### config.mk
export PLATFORM = sky130hd
export DESIGN_NAME = imem_uart_loader
export DESIGN_NICKNAME = d
export VERILOG_FILES = /design/src/rtl/imem_uart_loader_pkg.sv /design/src/rtl/imem_uart_loader_uart_rx_8n1.sv /design/src/rtl/imem_uart_loader.sv
export SDC_FILE = /design/constraint.sdc
export NUM_CORES = 1
export LEC_CHECK = 0
export CORE_MARGIN = 5
export CORE_UTILIZATION = 59
export DETAILED_ROUTE_END_ITERATION = 10
export MAX_ROUTING_LAYER = met4
export PLACE_DENSITY = 0.88
export SLEW_MARGIN = 20
export SYNTH_ARGS = -nofsm -noshare
export SYNTH_HDL_FRONTEND = slang
export SYNTH_SLANG_ARGS = --single-unit
### constraint.sdc
create_clock -name i_clk -period 3.5 [get_ports i_clk]
set_clock_uncertainty 0.15 [all_clocks]
set_input_delay 0.7 -clock i_clk [delete_from_list [all_inputs] [get_ports i_clk]]
set_output_delay 0.7 -clock i_clk [all_outputs]
set_load 0.005 [all_outputs]
### src/rtl/imem_uart_loader_pkg.sv
// Shared constants and RX state encoding for the UART instruction-memory loader.
// IMEM_DEPTH is shared with IMem and PcUnit.
package imem_uart_loader_pkg;

  localparam int CLKS_PER_BIT_DEF = 868;
  localparam int IMEM_DEPTH       = 256;

  typedef enum logic [1:0] {
    RX_IDLE  = 2'd0,
    RX_START = 2'd1,
    RX_DATA  = 2'd2,
    RX_STOP  = 2'd3
  } rx_state_t;

endpackage

### src/rtl/imem_uart_loader_uart_rx_8n1.sv
// 8N1 UART receiver: input synchronizer, bit timer and framing FSM.
// state | meaning: IDLE wait start edge | START confirm start mid-bit | DATA shift 8 bits | STOP check stop bit
module uart_rx_8n1
  import imem_uart_loader_pkg::*;
#(
  parameter int CLKS_PER_BIT = CLKS_PER_BIT_DEF
) (
  input  logic       i_clk,
  input  logic       i_rst_n,
  input  logic       i_rx,
  output logic [7:0] o_byte,
  output logic       o_byte_valid,
  output logic       o_frame_err_pulse,
  output logic       o_busy
);

  localparam int TW = $clog2(CLKS_PER_BIT);
  localparam logic [TW-1:0] HALF = TW'(CLKS_PER_BIT / 2);
  localparam logic [TW-1:0] LAST = TW'(CLKS_PER_BIT - 1);

  logic          r_rx_s1, r_rx_s2;
  rx_state_t     r_state, w_state_nxt;
  logic [TW-1:0] r_timer, w_timer_nxt;
  logic [2:0]    r_bit_cnt, w_bit_nxt;
  logic [7:0]    r_shift, w_shift_nxt;
  logic          w_valid, w_ferr;

  always_ff @(posedge i_clk or negedge i_rst_n) begin
    if (!i_rst_n) begin
      r_rx_s1   <= 1'b1;
      r_rx_s2   <= 1'b1;
      r_state   <= RX_IDLE;
      r_timer   <= '0;
      r_bit_cnt <= '0;
      r_shift   <= '0;
    end else begin
      r_rx_s1   <= i_rx;
      r_rx_s2   <= r_rx_s1;
      r_state   <= w_state_nxt;
      r_timer   <= w_timer_nxt;
      r_bit_cnt <= w_bit_nxt;
      r_shift   <= w_shift_nxt;
    end
  end

  always_comb begin
    w_state_nxt = r_state;
    w_timer_nxt = r_timer + 1'b1;
    w_bit_nxt   = r_bit_cnt;
    w_shift_nxt = r_shift;
    w_valid     = 1'b0;
    w_ferr      = 1'b0;
    case (r_state)
      RX_IDLE: begin
        w_timer_nxt = '0;
        if (!r_rx_s2) w_state_nxt = RX_START;
      end
      RX_START: begin
        if (r_timer == HALF) begin
          w_timer_nxt = '0;
          w_bit_nxt   = '0;
          w_state_nxt = r_rx_s2 ? RX_IDLE : RX_DATA;
        end
      end
      RX_DATA: begin
        if (r_timer == LAST) begin
          w_timer_nxt = '0;
          w_shift_nxt = {r_rx_s2, r_shift[7:1]};
          w_bit_nxt   = r_bit_cnt + 1'b1;
          if (r_bit_cnt == 3'd7) w_state_nxt = RX_STOP;
        end
      end
      RX_STOP: begin
        if (r_timer == LAST) begin
          w_timer_nxt = '0;
          w_state_nxt = RX_IDLE;
          w_valid     = r_rx_s2;
          w_ferr      = !r_rx_s2;
        end
      end
      default: w_state_nxt = RX_IDLE;
    endcase
  end

  // Valid is combinational so the top can register the write strobe on the stop-sample edge.
  assign o_byte            = r_shift;
  assign o_byte_valid      = w_valid;
  assign o_frame_err_pulse = w_ferr;
  assign o_busy            = (r_state != RX_IDLE);

endmodule

### src/rtl/imem_uart_loader.sv
// Program loader: assembles UART bytes big-endian into words, writes IMem,
// and holds the CPU in reset for the duration of the load window.
module imem_uart_loader
  import imem_uart_loader_pkg::*;
#(
  parameter int CLKS_PER_BIT = CLKS_PER_BIT_DEF,
  parameter int ADDR_W       = 8
) (
  input  logic              i_clk,
  input  logic              i_rst_n,
  input  logic              i_uart_rx,
  input  logic              i_load_en,
  output logic              o_im_we,
  output logic [ADDR_W-1:0] o_im_addr,
  output logic [31:0]       o_im_wdata,
  output logic              o_cpu_hold,
  output logic [ADDR_W:0]   o_word_cnt,
  output logic              o_frame_err,
  output logic              o_busy
);

  localparam logic [ADDR_W:0] CNT_MAX = {1'b1, {ADDR_W{1'b0}}};

  logic [7:0]        w_byte;
  logic              w_byte_valid, w_ferr_pulse, w_busy;
  logic              r_le_s1, r_le_s2, r_le_d;
  logic              r_cpu_hold, r_im_we, r_ferr;
  logic [ADDR_W-1:0] r_addr;
  logic [ADDR_W:0]   r_cnt;
  logic [31:0]       r_wdata;
  logic [1:0]        r_idx;
  logic              w_le_rise, w_le_fall, w_accept;
  logic [1:0]        w_lane;

  uart_rx_8n1 #(.CLKS_PER_BIT(CLKS_PER_BIT)) u_rx (
    .i_clk            (i_clk),
    .i_rst_n          (i_rst_n),
    .i_rx             (i_uart_rx),
    .o_byte           (w_byte),
    .o_byte_valid     (w_byte_valid),
    .o_frame_err_pulse(w_ferr_pulse),
    .o_busy           (w_busy)
  );

  assign w_le_rise = r_le_s2 & ~r_le_d;
  assign w_le_fall = ~r_le_s2 & r_le_d;
  // A byte landing on the load-start edge is dropped so the clear wins.
  assign w_accept  = w_byte_valid & r_le_s2 & ~w_le_rise;
  assign w_lane    = 2'd3 - r_idx;

  always_ff @(posedge i_clk or negedge i_rst_n) begin
    if (!i_rst_n) begin
      r_le_s1    <= 1'b0;
      r_le_s2    <= 1'b0;
      r_le_d     <= 1'b0;
      r_cpu_hold <= 1'b1;
      r_im_we    <= 1'b0;
      r_ferr     <= 1'b0;
      r_addr     <= '0;
      r_cnt      <= '0;
      r_wdata    <= '0;
      r_idx      <= '0;
    end else begin
      r_le_s1    <= i_load_en;
      r_le_s2    <= r_le_s1;
      r_le_d     <= r_le_s2;
      r_cpu_hold <= r_le_s2;
      r_im_we    <= w_accept && (r_idx == 2'd3);
      if (w_accept) r_wdata[{w_lane, 3'b000} +: 8] <= w_byte;
      if (w_le_rise) begin
        r_addr <= '0;
        r_cnt  <= '0;
        r_idx  <= '0;
        r_ferr <= 1'b0;
      end else begin
        // Counters advance after the strobe cycle even if the window just closed.
        if (r_im_we) begin
          r_addr <= r_addr + 1'b1;
          if (r_cnt != CNT_MAX) r_cnt <= r_cnt + 1'b1;
        end
        if (w_le_fall) r_idx <= '0;
        else if (w_accept) r_idx <= r_idx + 1'b1;
        if (w_ferr_pulse && r_le_s2) r_ferr <= 1'b1;
      end
    end
  end

  assign o_im_we     = r_im_we;
  assign o_im_addr   = r_addr;
  assign o_im_wdata  = r_wdata;
  assign o_cpu_hold  = r_cpu_hold;
  assign o_word_cnt  = r_cnt;
  assign o_frame_err = r_ferr;
  assign o_busy      = w_busy;

endmodule

After elaboration in Yosys (flattened, before gate mapping)
Index checks and enable logic that the tools add are counted.
{"block": "classes", "n_addsub": 7, "eq_ne": 13, "shift": 2, "mux": 28, "n_bitwise": 7, "n_reduce_logical": 15}
{"op": "$bwmux W32", "count": 1}
{"op": "$shift A8 B7 Y32 const A", "count": 1}
{"op": "$shiftx A8 B7 Y32", "count": 1}
{"op": "$pmux W10 S3", "count": 1}
{"op": "$mux W9", "count": 3}
{"op": "$mux W10", "count": 2}
{"op": "$mux W2", "count": 9}
{"op": "$mux W8", "count": 2}
{"op": "$add A10 B1 Y10 const B", "count": 1}
{"op": "$eq A10 B10 Y1 const B", "count": 1}
{"op": "$eq A10 B9 Y1 const B", "count": 1}
{"op": "$reduce_bool A2 Y1", "count": 5}
{"op": "$add A9 B1 Y9 const B", "count": 1}
{"op": "$ne A9 B9 Y1 const B", "count": 1}
{"op": "$add A8 B1 Y8 const B", "count": 1}
{"op": "$ne A2 B1 Y1 const B", "count": 4}
{"op": "$pmux W2 S4", "count": 1}
{"op": "$neg A5 Y7", "count": 1}
{"op": "$eq A2 B2 Y1 const B", "count": 3}
{"op": "$mux W1", "count": 6}
{"op": "$mux W3", "count": 2}
{"op": "$pmux W3 S2", "count": 1}
{"op": "$reduce_and A5 Y1", "count": 1}
{"op": "$and A1 B1 Y1", "count": 4}
{"op": "other kinds (14)", "count": 18}
{"block": "totals", "reg_bits": 82, "in_bits": 4, "output_inout_bits": 53, "wordCells": 88}

Longest topological paths before layout
Gate-level depths: netlist of run 1.
{"block": "logic_depth", "ltp_word": 8, "mapped_depth": 7, "mapped_depth_nobuf": 6}

Modules after synthesis
Synthesis of run 1 repeated with hierarchy kept, for this count alone.
{"block": "hier_totals", "hier_cells": 357, "area_unflattened_um2": 3727.3}
{"mod": "imem_uart_loader", "n_inst": 1, "cells_per_inst": 254, "area_per_inst_um2": 2549.9, "seq_area_each_um2": 1427.6}
{"mod": "uart_rx_8n1", "n_inst": 1, "cells_per_inst": 103, "area_per_inst_um2": 1177.4, "seq_area_each_um2": 628.1}

Least setup slack after synthesis of run 1
No wires, ideal clock.
{"block": "synth_timing", "path_kind": "reg2reg", "from": "reg u_rx.r_timer[3]", "to": "reg r_idx[0]", "setup_ps": 125, "arrival_ps": 1893, "t_required_ps": 3225, "path_slack_ps": 1333, "path_stages_with_launch": 6, "path_buffers": 1, "period_less_slack_ps": 2167, "cell_sequence": "dfrtp_1 or3b_1 buf_6 or4_1 nand2_1 mux2_2"}
{"block": "synth_via", "elab_chain_len": 6}
{"item": "from (decl)", "line": "imem_uart_loader_uart_rx_8n1.sv:23", "rtl": "logic [TW-1:0] r_timer, w_timer_nxt;"}
{"item": "from (signal assigned)", "line": "imem_uart_loader_uart_rx_8n1.sv:40", "rtl": "r_timer <= w_timer_nxt;"}
{"item": "$eq A10 B10 Y1", "line": "imem_uart_loader_uart_rx_8n1.sv:74", "rtl": "if (r_timer == LAST) begin"}
{"item": "$mux W1", "line": "imem_uart_loader_uart_rx_8n1.sv:74"}
{"item": "$mux W1", "line": "imem_uart_loader_uart_rx_8n1.sv:53", "rtl": "case (r_state)"}
{"item": "$and A1 B1 Y1 (2 in series)", "line": "imem_uart_loader.sv:48", "rtl": "assign w_accept = w_byte_valid & r_le_s2 & ~w_le_rise;"}
{"item": "$reduce_bool A3 Y1 (no source line)"}
{"item": "to (signal assigned)", "line": "imem_uart_loader.sv:82", "rtl": "else if (w_accept) r_idx <= r_idx + 1'b1;"}
{"item": "to (decl)", "line": "imem_uart_loader.sv:31", "rtl": "logic [1:0] r_idx;"}
No other way between the ends.
A chain may end at the register's enable or synchronous reset.

Worst setup path in the final report of run 1
{"block": "layout_timing", "from": "reg u_rx.r_timer[3]", "to": "reg r_wdata[29] (netlist: o_im_wdata[29])"}
{"block": "layout_via", "elab_chain_len": 5}
{"item": "$eq A10 B10 Y1", "line": "imem_uart_loader_uart_rx_8n1.sv:74"}
{"item": "$mux W1", "line": "imem_uart_loader_uart_rx_8n1.sv:74"}
{"item": "$mux W1", "line": "imem_uart_loader_uart_rx_8n1.sv:53"}
{"item": "$and A1 B1 Y1 (2 in series)", "line": "imem_uart_loader.sv:48"}
{"item": "to (signal, indexed assignment)", "line": "imem_uart_loader.sv:69", "rtl": "if (w_accept) r_wdata[{w_lane, 3'b000} +: 8] <= w_byte;"}
{"item": "to (decl)", "line": "imem_uart_loader.sv:30", "rtl": "logic [31:0] r_wdata;"}
No other way between the ends.

==> results of run 1 <==
-- placed cells by master (no fill, tap or decap), types with 4 or more instances in the layout --
cell             count
dfrtp_1             79
clkdlybuf4s50_1     55
nand2_1             37
inv_1               36
nor2_1              31
mux2i_1             26
ha_1                19
nand4_1             11
xor2_1              11
mux2_2               9
and4_1               9
clkbuf_8             9
a21o_1               8
xnor2_1              8
o21ai_0              7
nand3_1              5
a21oi_1              5
bufinv_16            5
nor3_1               4
and3_1               4
or3_1                4
-- state kept, by name, indices dropped and copies added, names as in the netlist, named ones only --
signal and cells:
r_le_s2 1, r_le_s1 1, u_rx.r_rx_s1 1, r_le_d 1, u_rx.r_timer 10, u_rx.r_rx_s2 1, o_frame_err 1, o_im_we 1
u_rx.o_byte 8, o_im_wdata 32, r_idx 2, o_im_addr 8, u_rx.r_state 1, o_word_cnt 9, o_cpu_hold 1, u_rx.r_bit_cnt 3
-- through the flow --
step	std cells	util, %	power [uW]	worst slack, ns	instance area [um^2]
finish	507	73.16	2115	0.8959	4888
global route	507	73.16	2187	0.7976	4888
CTS	507	73.11	2125	0.9011	4885
detailed placement	491	68.78	1162	0.9148	4596
global placement	491	68.78	1153	0.9643	4596
floorplan	362	-	1112	1.333	3973
-- path summary, 6_finish.rpt --
check / startpoint / end / slack, ns / cells after the start
setup / recovery: u_rx.r_timer[3] / o_im_wdata[29] / 0.90 / 4
min in group i_clk: r_le_s1 / r_le_s2 / 0.20 / 0
hold reg to reg: r_le_s1 / r_le_s2 / 0.20 / 0
hold / removal: i_rst_n / o_im_wdata[6] / 0.20 / 1
max in group asynchronous: i_rst_n / u_rx.r_timer[5] / 2.48 / 1
setup reg to reg: u_rx.r_timer[3] / o_im_wdata[29] / 0.90 / 4
-- worst max-delay path, cell delays in order, from the launching register on --
cell,delay (ns)
dfrtp_1,0.43
or3b_1,0.53
nor4_4,0.82
nand2_4,0.22
mux2_4,0.34
-- final cells by class --
cell class	count	area, um^2
flip-flops and latches	82	2056
fillers	447	1793
clock buffers	9	123.9
well taps	80	100.1
repair buffers	58	576.8
inverters	36	135.1
clock inverters	7	165.2
multi-input cells	235	1732
-- layer usage --
layer / vias to the layer above / GRT usage, %
met5: - / -
met4: 0 / 10.02
met3: 11 / 3.445
met2: 68 / 34.49
met1: 1354 / 26.01
li1: 1348 / -
-- power breakdown --
part           leakage (uW)  switching, uW  total [uW]  internal (uW)
Clock              0.000136            353         970            618
Combinational       0.00119            119         165           46.4
Sequential          0.00111           18.7         979            960
-- cell families after synthesis --
family	count (synthesis)
and+or+nand+nor	127
AOI/OAI and AO/OA	33
adders and majority gates	19
muxes	37
buffers and inverters	45
xor gates and xnor gates	19
DFF	82
==> flow_summary_export.csv, run 1 <==
group,metric,value,unit
run_status,status,"finished clean",
synth,synth_common_cells,"79 x dfrtp_1, 37 x nand2_1, 36 x inv_1",
timing,setup_viol,0,
synth,synth_top_family_by_area,"simple AND/OR/NAND/NOR gates",
synth,yosysWarnings,0,
critical_path,path_class,"reg2reg",
routing,antenna_left,0,
clock_tree,cts-root-buf,"clkbuf_8",
routing,drt_first_pass_iters,4,
routing,via_count,2781,
global_routing,antenna_found_initial,0,
critical_path,crit_required,3.60,ns
timing,slew_headroom,42.16,%
clock_tree,clk_pin_slew,0.08,ns
routing,highest_layer,"met4",
synth,ys_seq_elements,82,
clock_tree,clockBufferDepth,2,
synth,synthMuxAreaShare,9.858,%
die,die_h,92.06,um
routing,drt_iter0_markers,119,
clock_tree,cts_tree,"built",
routing,routed_via_density,5.485,
synth,synth_fa_ha_area_share,5.984,%
die,io_pins,57,
timing,hold_ws,0.1989,ns
timing,worstMarginPinSlew,0.8612,ns
clock_tree,clk_latency,0.36,ns
synth,yosysSeqAreaShare,51.75,%
die,rows,30,
synth,synth_compound_area_share,5.921,%
routing,routedWlPerCell,16.10,um
global_routing,track_usage,21.22,%
timing,slew_viol_final,0,
place,gp_congestion,0.7772,
global_routing,grt-ovfl-total,0,
clock_tree,htreeDepth,3,
synth,synthTopCellsByArea,"dfrtp_1 50%, mux2i_1 6.6%, ha_1 6.0%",
synth,ys.flop_type,"dfrtp_1",
timing,fin_crit_sh,74.40,%
synth,yosys.area.top_type,"dfrtp_1",
global_routing,grt_pass1_vias,2802,
synth,synth.distinct_cells,49,
timing,max_freq,384.0,MHz
die,die-area,0.008474,mm^2
routing,wl,8164,um
clock_tree,post-cts-setup-buffers,0,
clock_tree,holdBufCountCts,0,
timing,rsz0062_at_grt,"no",
clock_tree,cts_buffers,9,
flow_run,maxCapViolCount,0,
synth,synth_area,0.003973,mm^2
synth,async_flop_share,100.0,%
die,start_util,59.46,%
die,coreArea,0.006681,mm^2
global_routing,grt_pass1_wl,13700,um
power,p_leak,0.002441,uW
clock_tree,cts.repair.resized,0,
synth,syn_inst,362,
place,dp_hpwl,5609,um
synth,syn_nets,385,
routing,wl_met3,403,um
synth,synth_top_area_share,49.76,%
synth,synth.most_common_cell,"dfrtp_1",
power,peakVddDrop,0.2604,mV
timing,hold_violations,0,
routing,routed-wl-met2,4098,um
critical_path,arrival,2.70,ns
final_layout,area_growth_syn_to_layout,23.06,%
global_routing,grt_max_degree,83,
synth,synthSimpleGateAreaFrac,17.64,%
synth,syn_avg_cell_area,10.97,um^2
final_layout,diodes,0,
routing,drc,0,
final_layout,drive_above_1_share,10.07,%
die,die_w,92.06,um
final_layout,nets,445,
timing,finalCriticalPeriod,2.604,ns
synth,synth-edff-count,0,
worst_hold_path,hp-class,"in2async",
critical_path,cp-end-kind,"flip-flop",
critical_path,cp-start-kind,"flip-flop",
clock_tree,clock-sinks,82,
critical_path,critPathMaxFanout,9,
place,io_buffer_count,56,
synth,synth_xor_area_share,4.189,%
power,pwr_density_cell,432.6,mW/mm^2
timing,setup-tns-final,0,ns
routing,routedLengthMet1,3531,um
Note: power is estimated with default switching activity, not from simulation.
==> run 2, diff against run 1 <==
Settings changed: CORE_UTILIZATION 59 to 49, PLACE_DENSITY 0.88 to 0.79.
Clock period 3.5 ns to 2.3 ns, I/O delays scaled along.
==> flow_summary_export.csv, run 2 (same netlist as run 1, synthesis figures left out) <==
group,metric,value,unit
die,die-area,0.01001,mm^2
timing,hold_violations,0,
place,dp_hpwl,5840,um
critical_path,arrival,2.27,ns
final_layout,final_common_cell,"dfrtp_1",
clock_tree,clk_pin_slew,0.07,ns
global_routing,grt-ovfl-total,0,
place,dp_cells,524,
flow_run,maxCapViolCount,0,
critical_path,critPathCapture,"r_idx[0]",
run_status,status,"finished clean",
timing,fin_crit_sh,95.04,%
final_layout,largest_register_ffs,32,
timing,setup_viol,0,
routing,drt_first_pass_iters,4,
critical_path,worst-path-stages,4,
critical_path,r2r_cells,4,
critical_path,worst_path_dominant_cell_family,"simple AND/OR/NAND/NOR gates",
power,pwr_density_cell,594.0,mW/mm^2
die,coreArea,0.007807,mm^2
die,die_h,100.0,um
timing,setup-tns-final,0,ns
critical_path,cp_slowest_cell,"or4_1",
timing,hold_ws,0.2069,ns
final_layout,drive_above_1_share,12.56,%
routing,drt_iter0_markers,94,
critical_path,r2r_slack,0.11,ns
clock_tree,cts_buffers,9,
power,p_leak,0.002488,uW
place,postPlaceCellArea,0.004731,mm^2
critical_path,crit_required,2.39,ns
timing,max_freq,457.5,MHz
die,io_pins,57,
critical_path,crit_path_start,"u_rx.r_timer[3]",
final_layout,stdcell_area,0.004982,mm^2
critical_path,timing.rr.start,"u_rx.r_timer[3]",
routing,routedWlPerCell,15.06,um
clock_tree,clock-sinks,82,
worst_hold_path,worstHoldPathCells,0,
critical_path,critPathMaxFanout,5,
global_routing,grt_max_degree,38,
place,pre_cts_ws,0.07942,ns
clock_tree,cts_tree,"built",
final_layout,final_cell_mix,"79 x dfrtp_1, 55 x clkdlybuf4s50_1, 37 x nand2_1, 36 x inv_1, 31 x nor2_1",
worst_hold_path,hp-class,"reg2reg",
timing,finalCriticalPeriod,2.186,ns
global_routing,grt_pass1_vias,3009,
clock_tree,clk_latency,0.35,ns
global_routing,track_usage,18.36,%
timing,slew_headroom,67.71,%
critical_path,crit_chain,"or3b_1 > or4_1 > nand2_1 > mux2_2",
global_routing,grt_pass1_wl,14230,um
critical_path,cp-end-kind,"flip-flop",
routing,antenna_left,0,
die,rows,32,
final_layout,area_growth_syn_to_layout,25.42,%
routing,drc,0,
final_layout,diodes,0,
critical_path,cp-start-kind,"flip-flop",
place,gp_congestion,0.8531,
critical_path,cpPeakStageDelay,0.57,ns
place,io_buffer_count,56,
timing,worstMarginPinSlew,0.4803,ns
timing,finalWorstSetupSlack,0.1141,ns
critical_path,path_class,"reg2reg",
routing,wl,8134,um
final_layout,nets,458,
power,peakVddDrop,0.4533,mV
global_routing,antenna_found_initial,0,
die,start_util,50.88,%
routing,via_count,2852,
final_layout,final_cell_count_no_fill,540,
critical_path,r2r-end,"r_idx[0]",
timing,slew_viol_final,0,
die,die_w,100.0,um
routing,routed_via_density,5.281,
clock_tree,clockBufferDepth,2,
critical_path,cp_num_buf_inv,0,
clock_tree,cts-root-buf,"clkbuf_8",
timing,rsz0062_at_grt,"no",
worst_hold_path,hold_start,"r_le_s1",
clock_tree,htreeDepth,3,
-- run 2: cell count changes in the layout (fill, tap and decap cells not counted), moves of 2 or more --
cell	delta
buf_4	+11
bufinv_16	-3
clkbuf_8	+3
buf_12	+2
clkinvlp_4	-2
-- run 2: where the power goes --
group          switching, uW  leakage (uW)  internal [uW]  total, uW
Combinational            202       0.00126            101        302
Sequential              14.7       0.00111           1460       1480
Clock                    492      0.000115            689       1180
Total                    709       0.00249           2250       2960
-- run 2: area by class of cell --
class                           instances  area, um^2
Fill cell                             664        2825
Multi-Input combinational cell        235        1740
Tap cell                              102       127.6
Clock buffer                           12       165.2
Clock inverter                          2       60.06
Sequential cell                        82        2056
Inverter                               36       135.1
Timing Repair Buffer                   71       698.2
-- run 2: per-stage QoR --
stage	utilization (%)	total power [uW]
2_1_floorplan	-	1692
3_3_place_gp	60.59	1795
3_5_place_dp	60.59	1806
4_1_cts	63.61	2983
5_1_grt	63.81	3091
6_report	63.81	2960
-- run 2: worst min path at each step --
| stage | endpoint | slack, ns |
|---|---|---|
| floorplan | async pin | 0.01 |
| global placement | r_le_s2 | 0.19 |
| detailed placement | r_le_s2 | 0.19 |
| CTS | r_le_s2 | 0.21 |
| global route | r_le_s2 | 0.22 |
| finish | r_le_s2 | 0.21 |
-- run 2: timing repair --
action	in CTS	in global routing
hold buffers	1	0
gates resized for setup	0	2
setup buffers	0	1
setup endpoints to repair	0	12
endpoints found under the hold margin	21	0
-- run 2: routing by layer --
layer	track usage, %	part of all wire, %	vias to the layer above
met5	-	0	-
met4	6.632	1.5	0
met3	3.892	4.3	12
met2	28.68	48	65
met1	23.80	46	1402
li1	-	-	1373
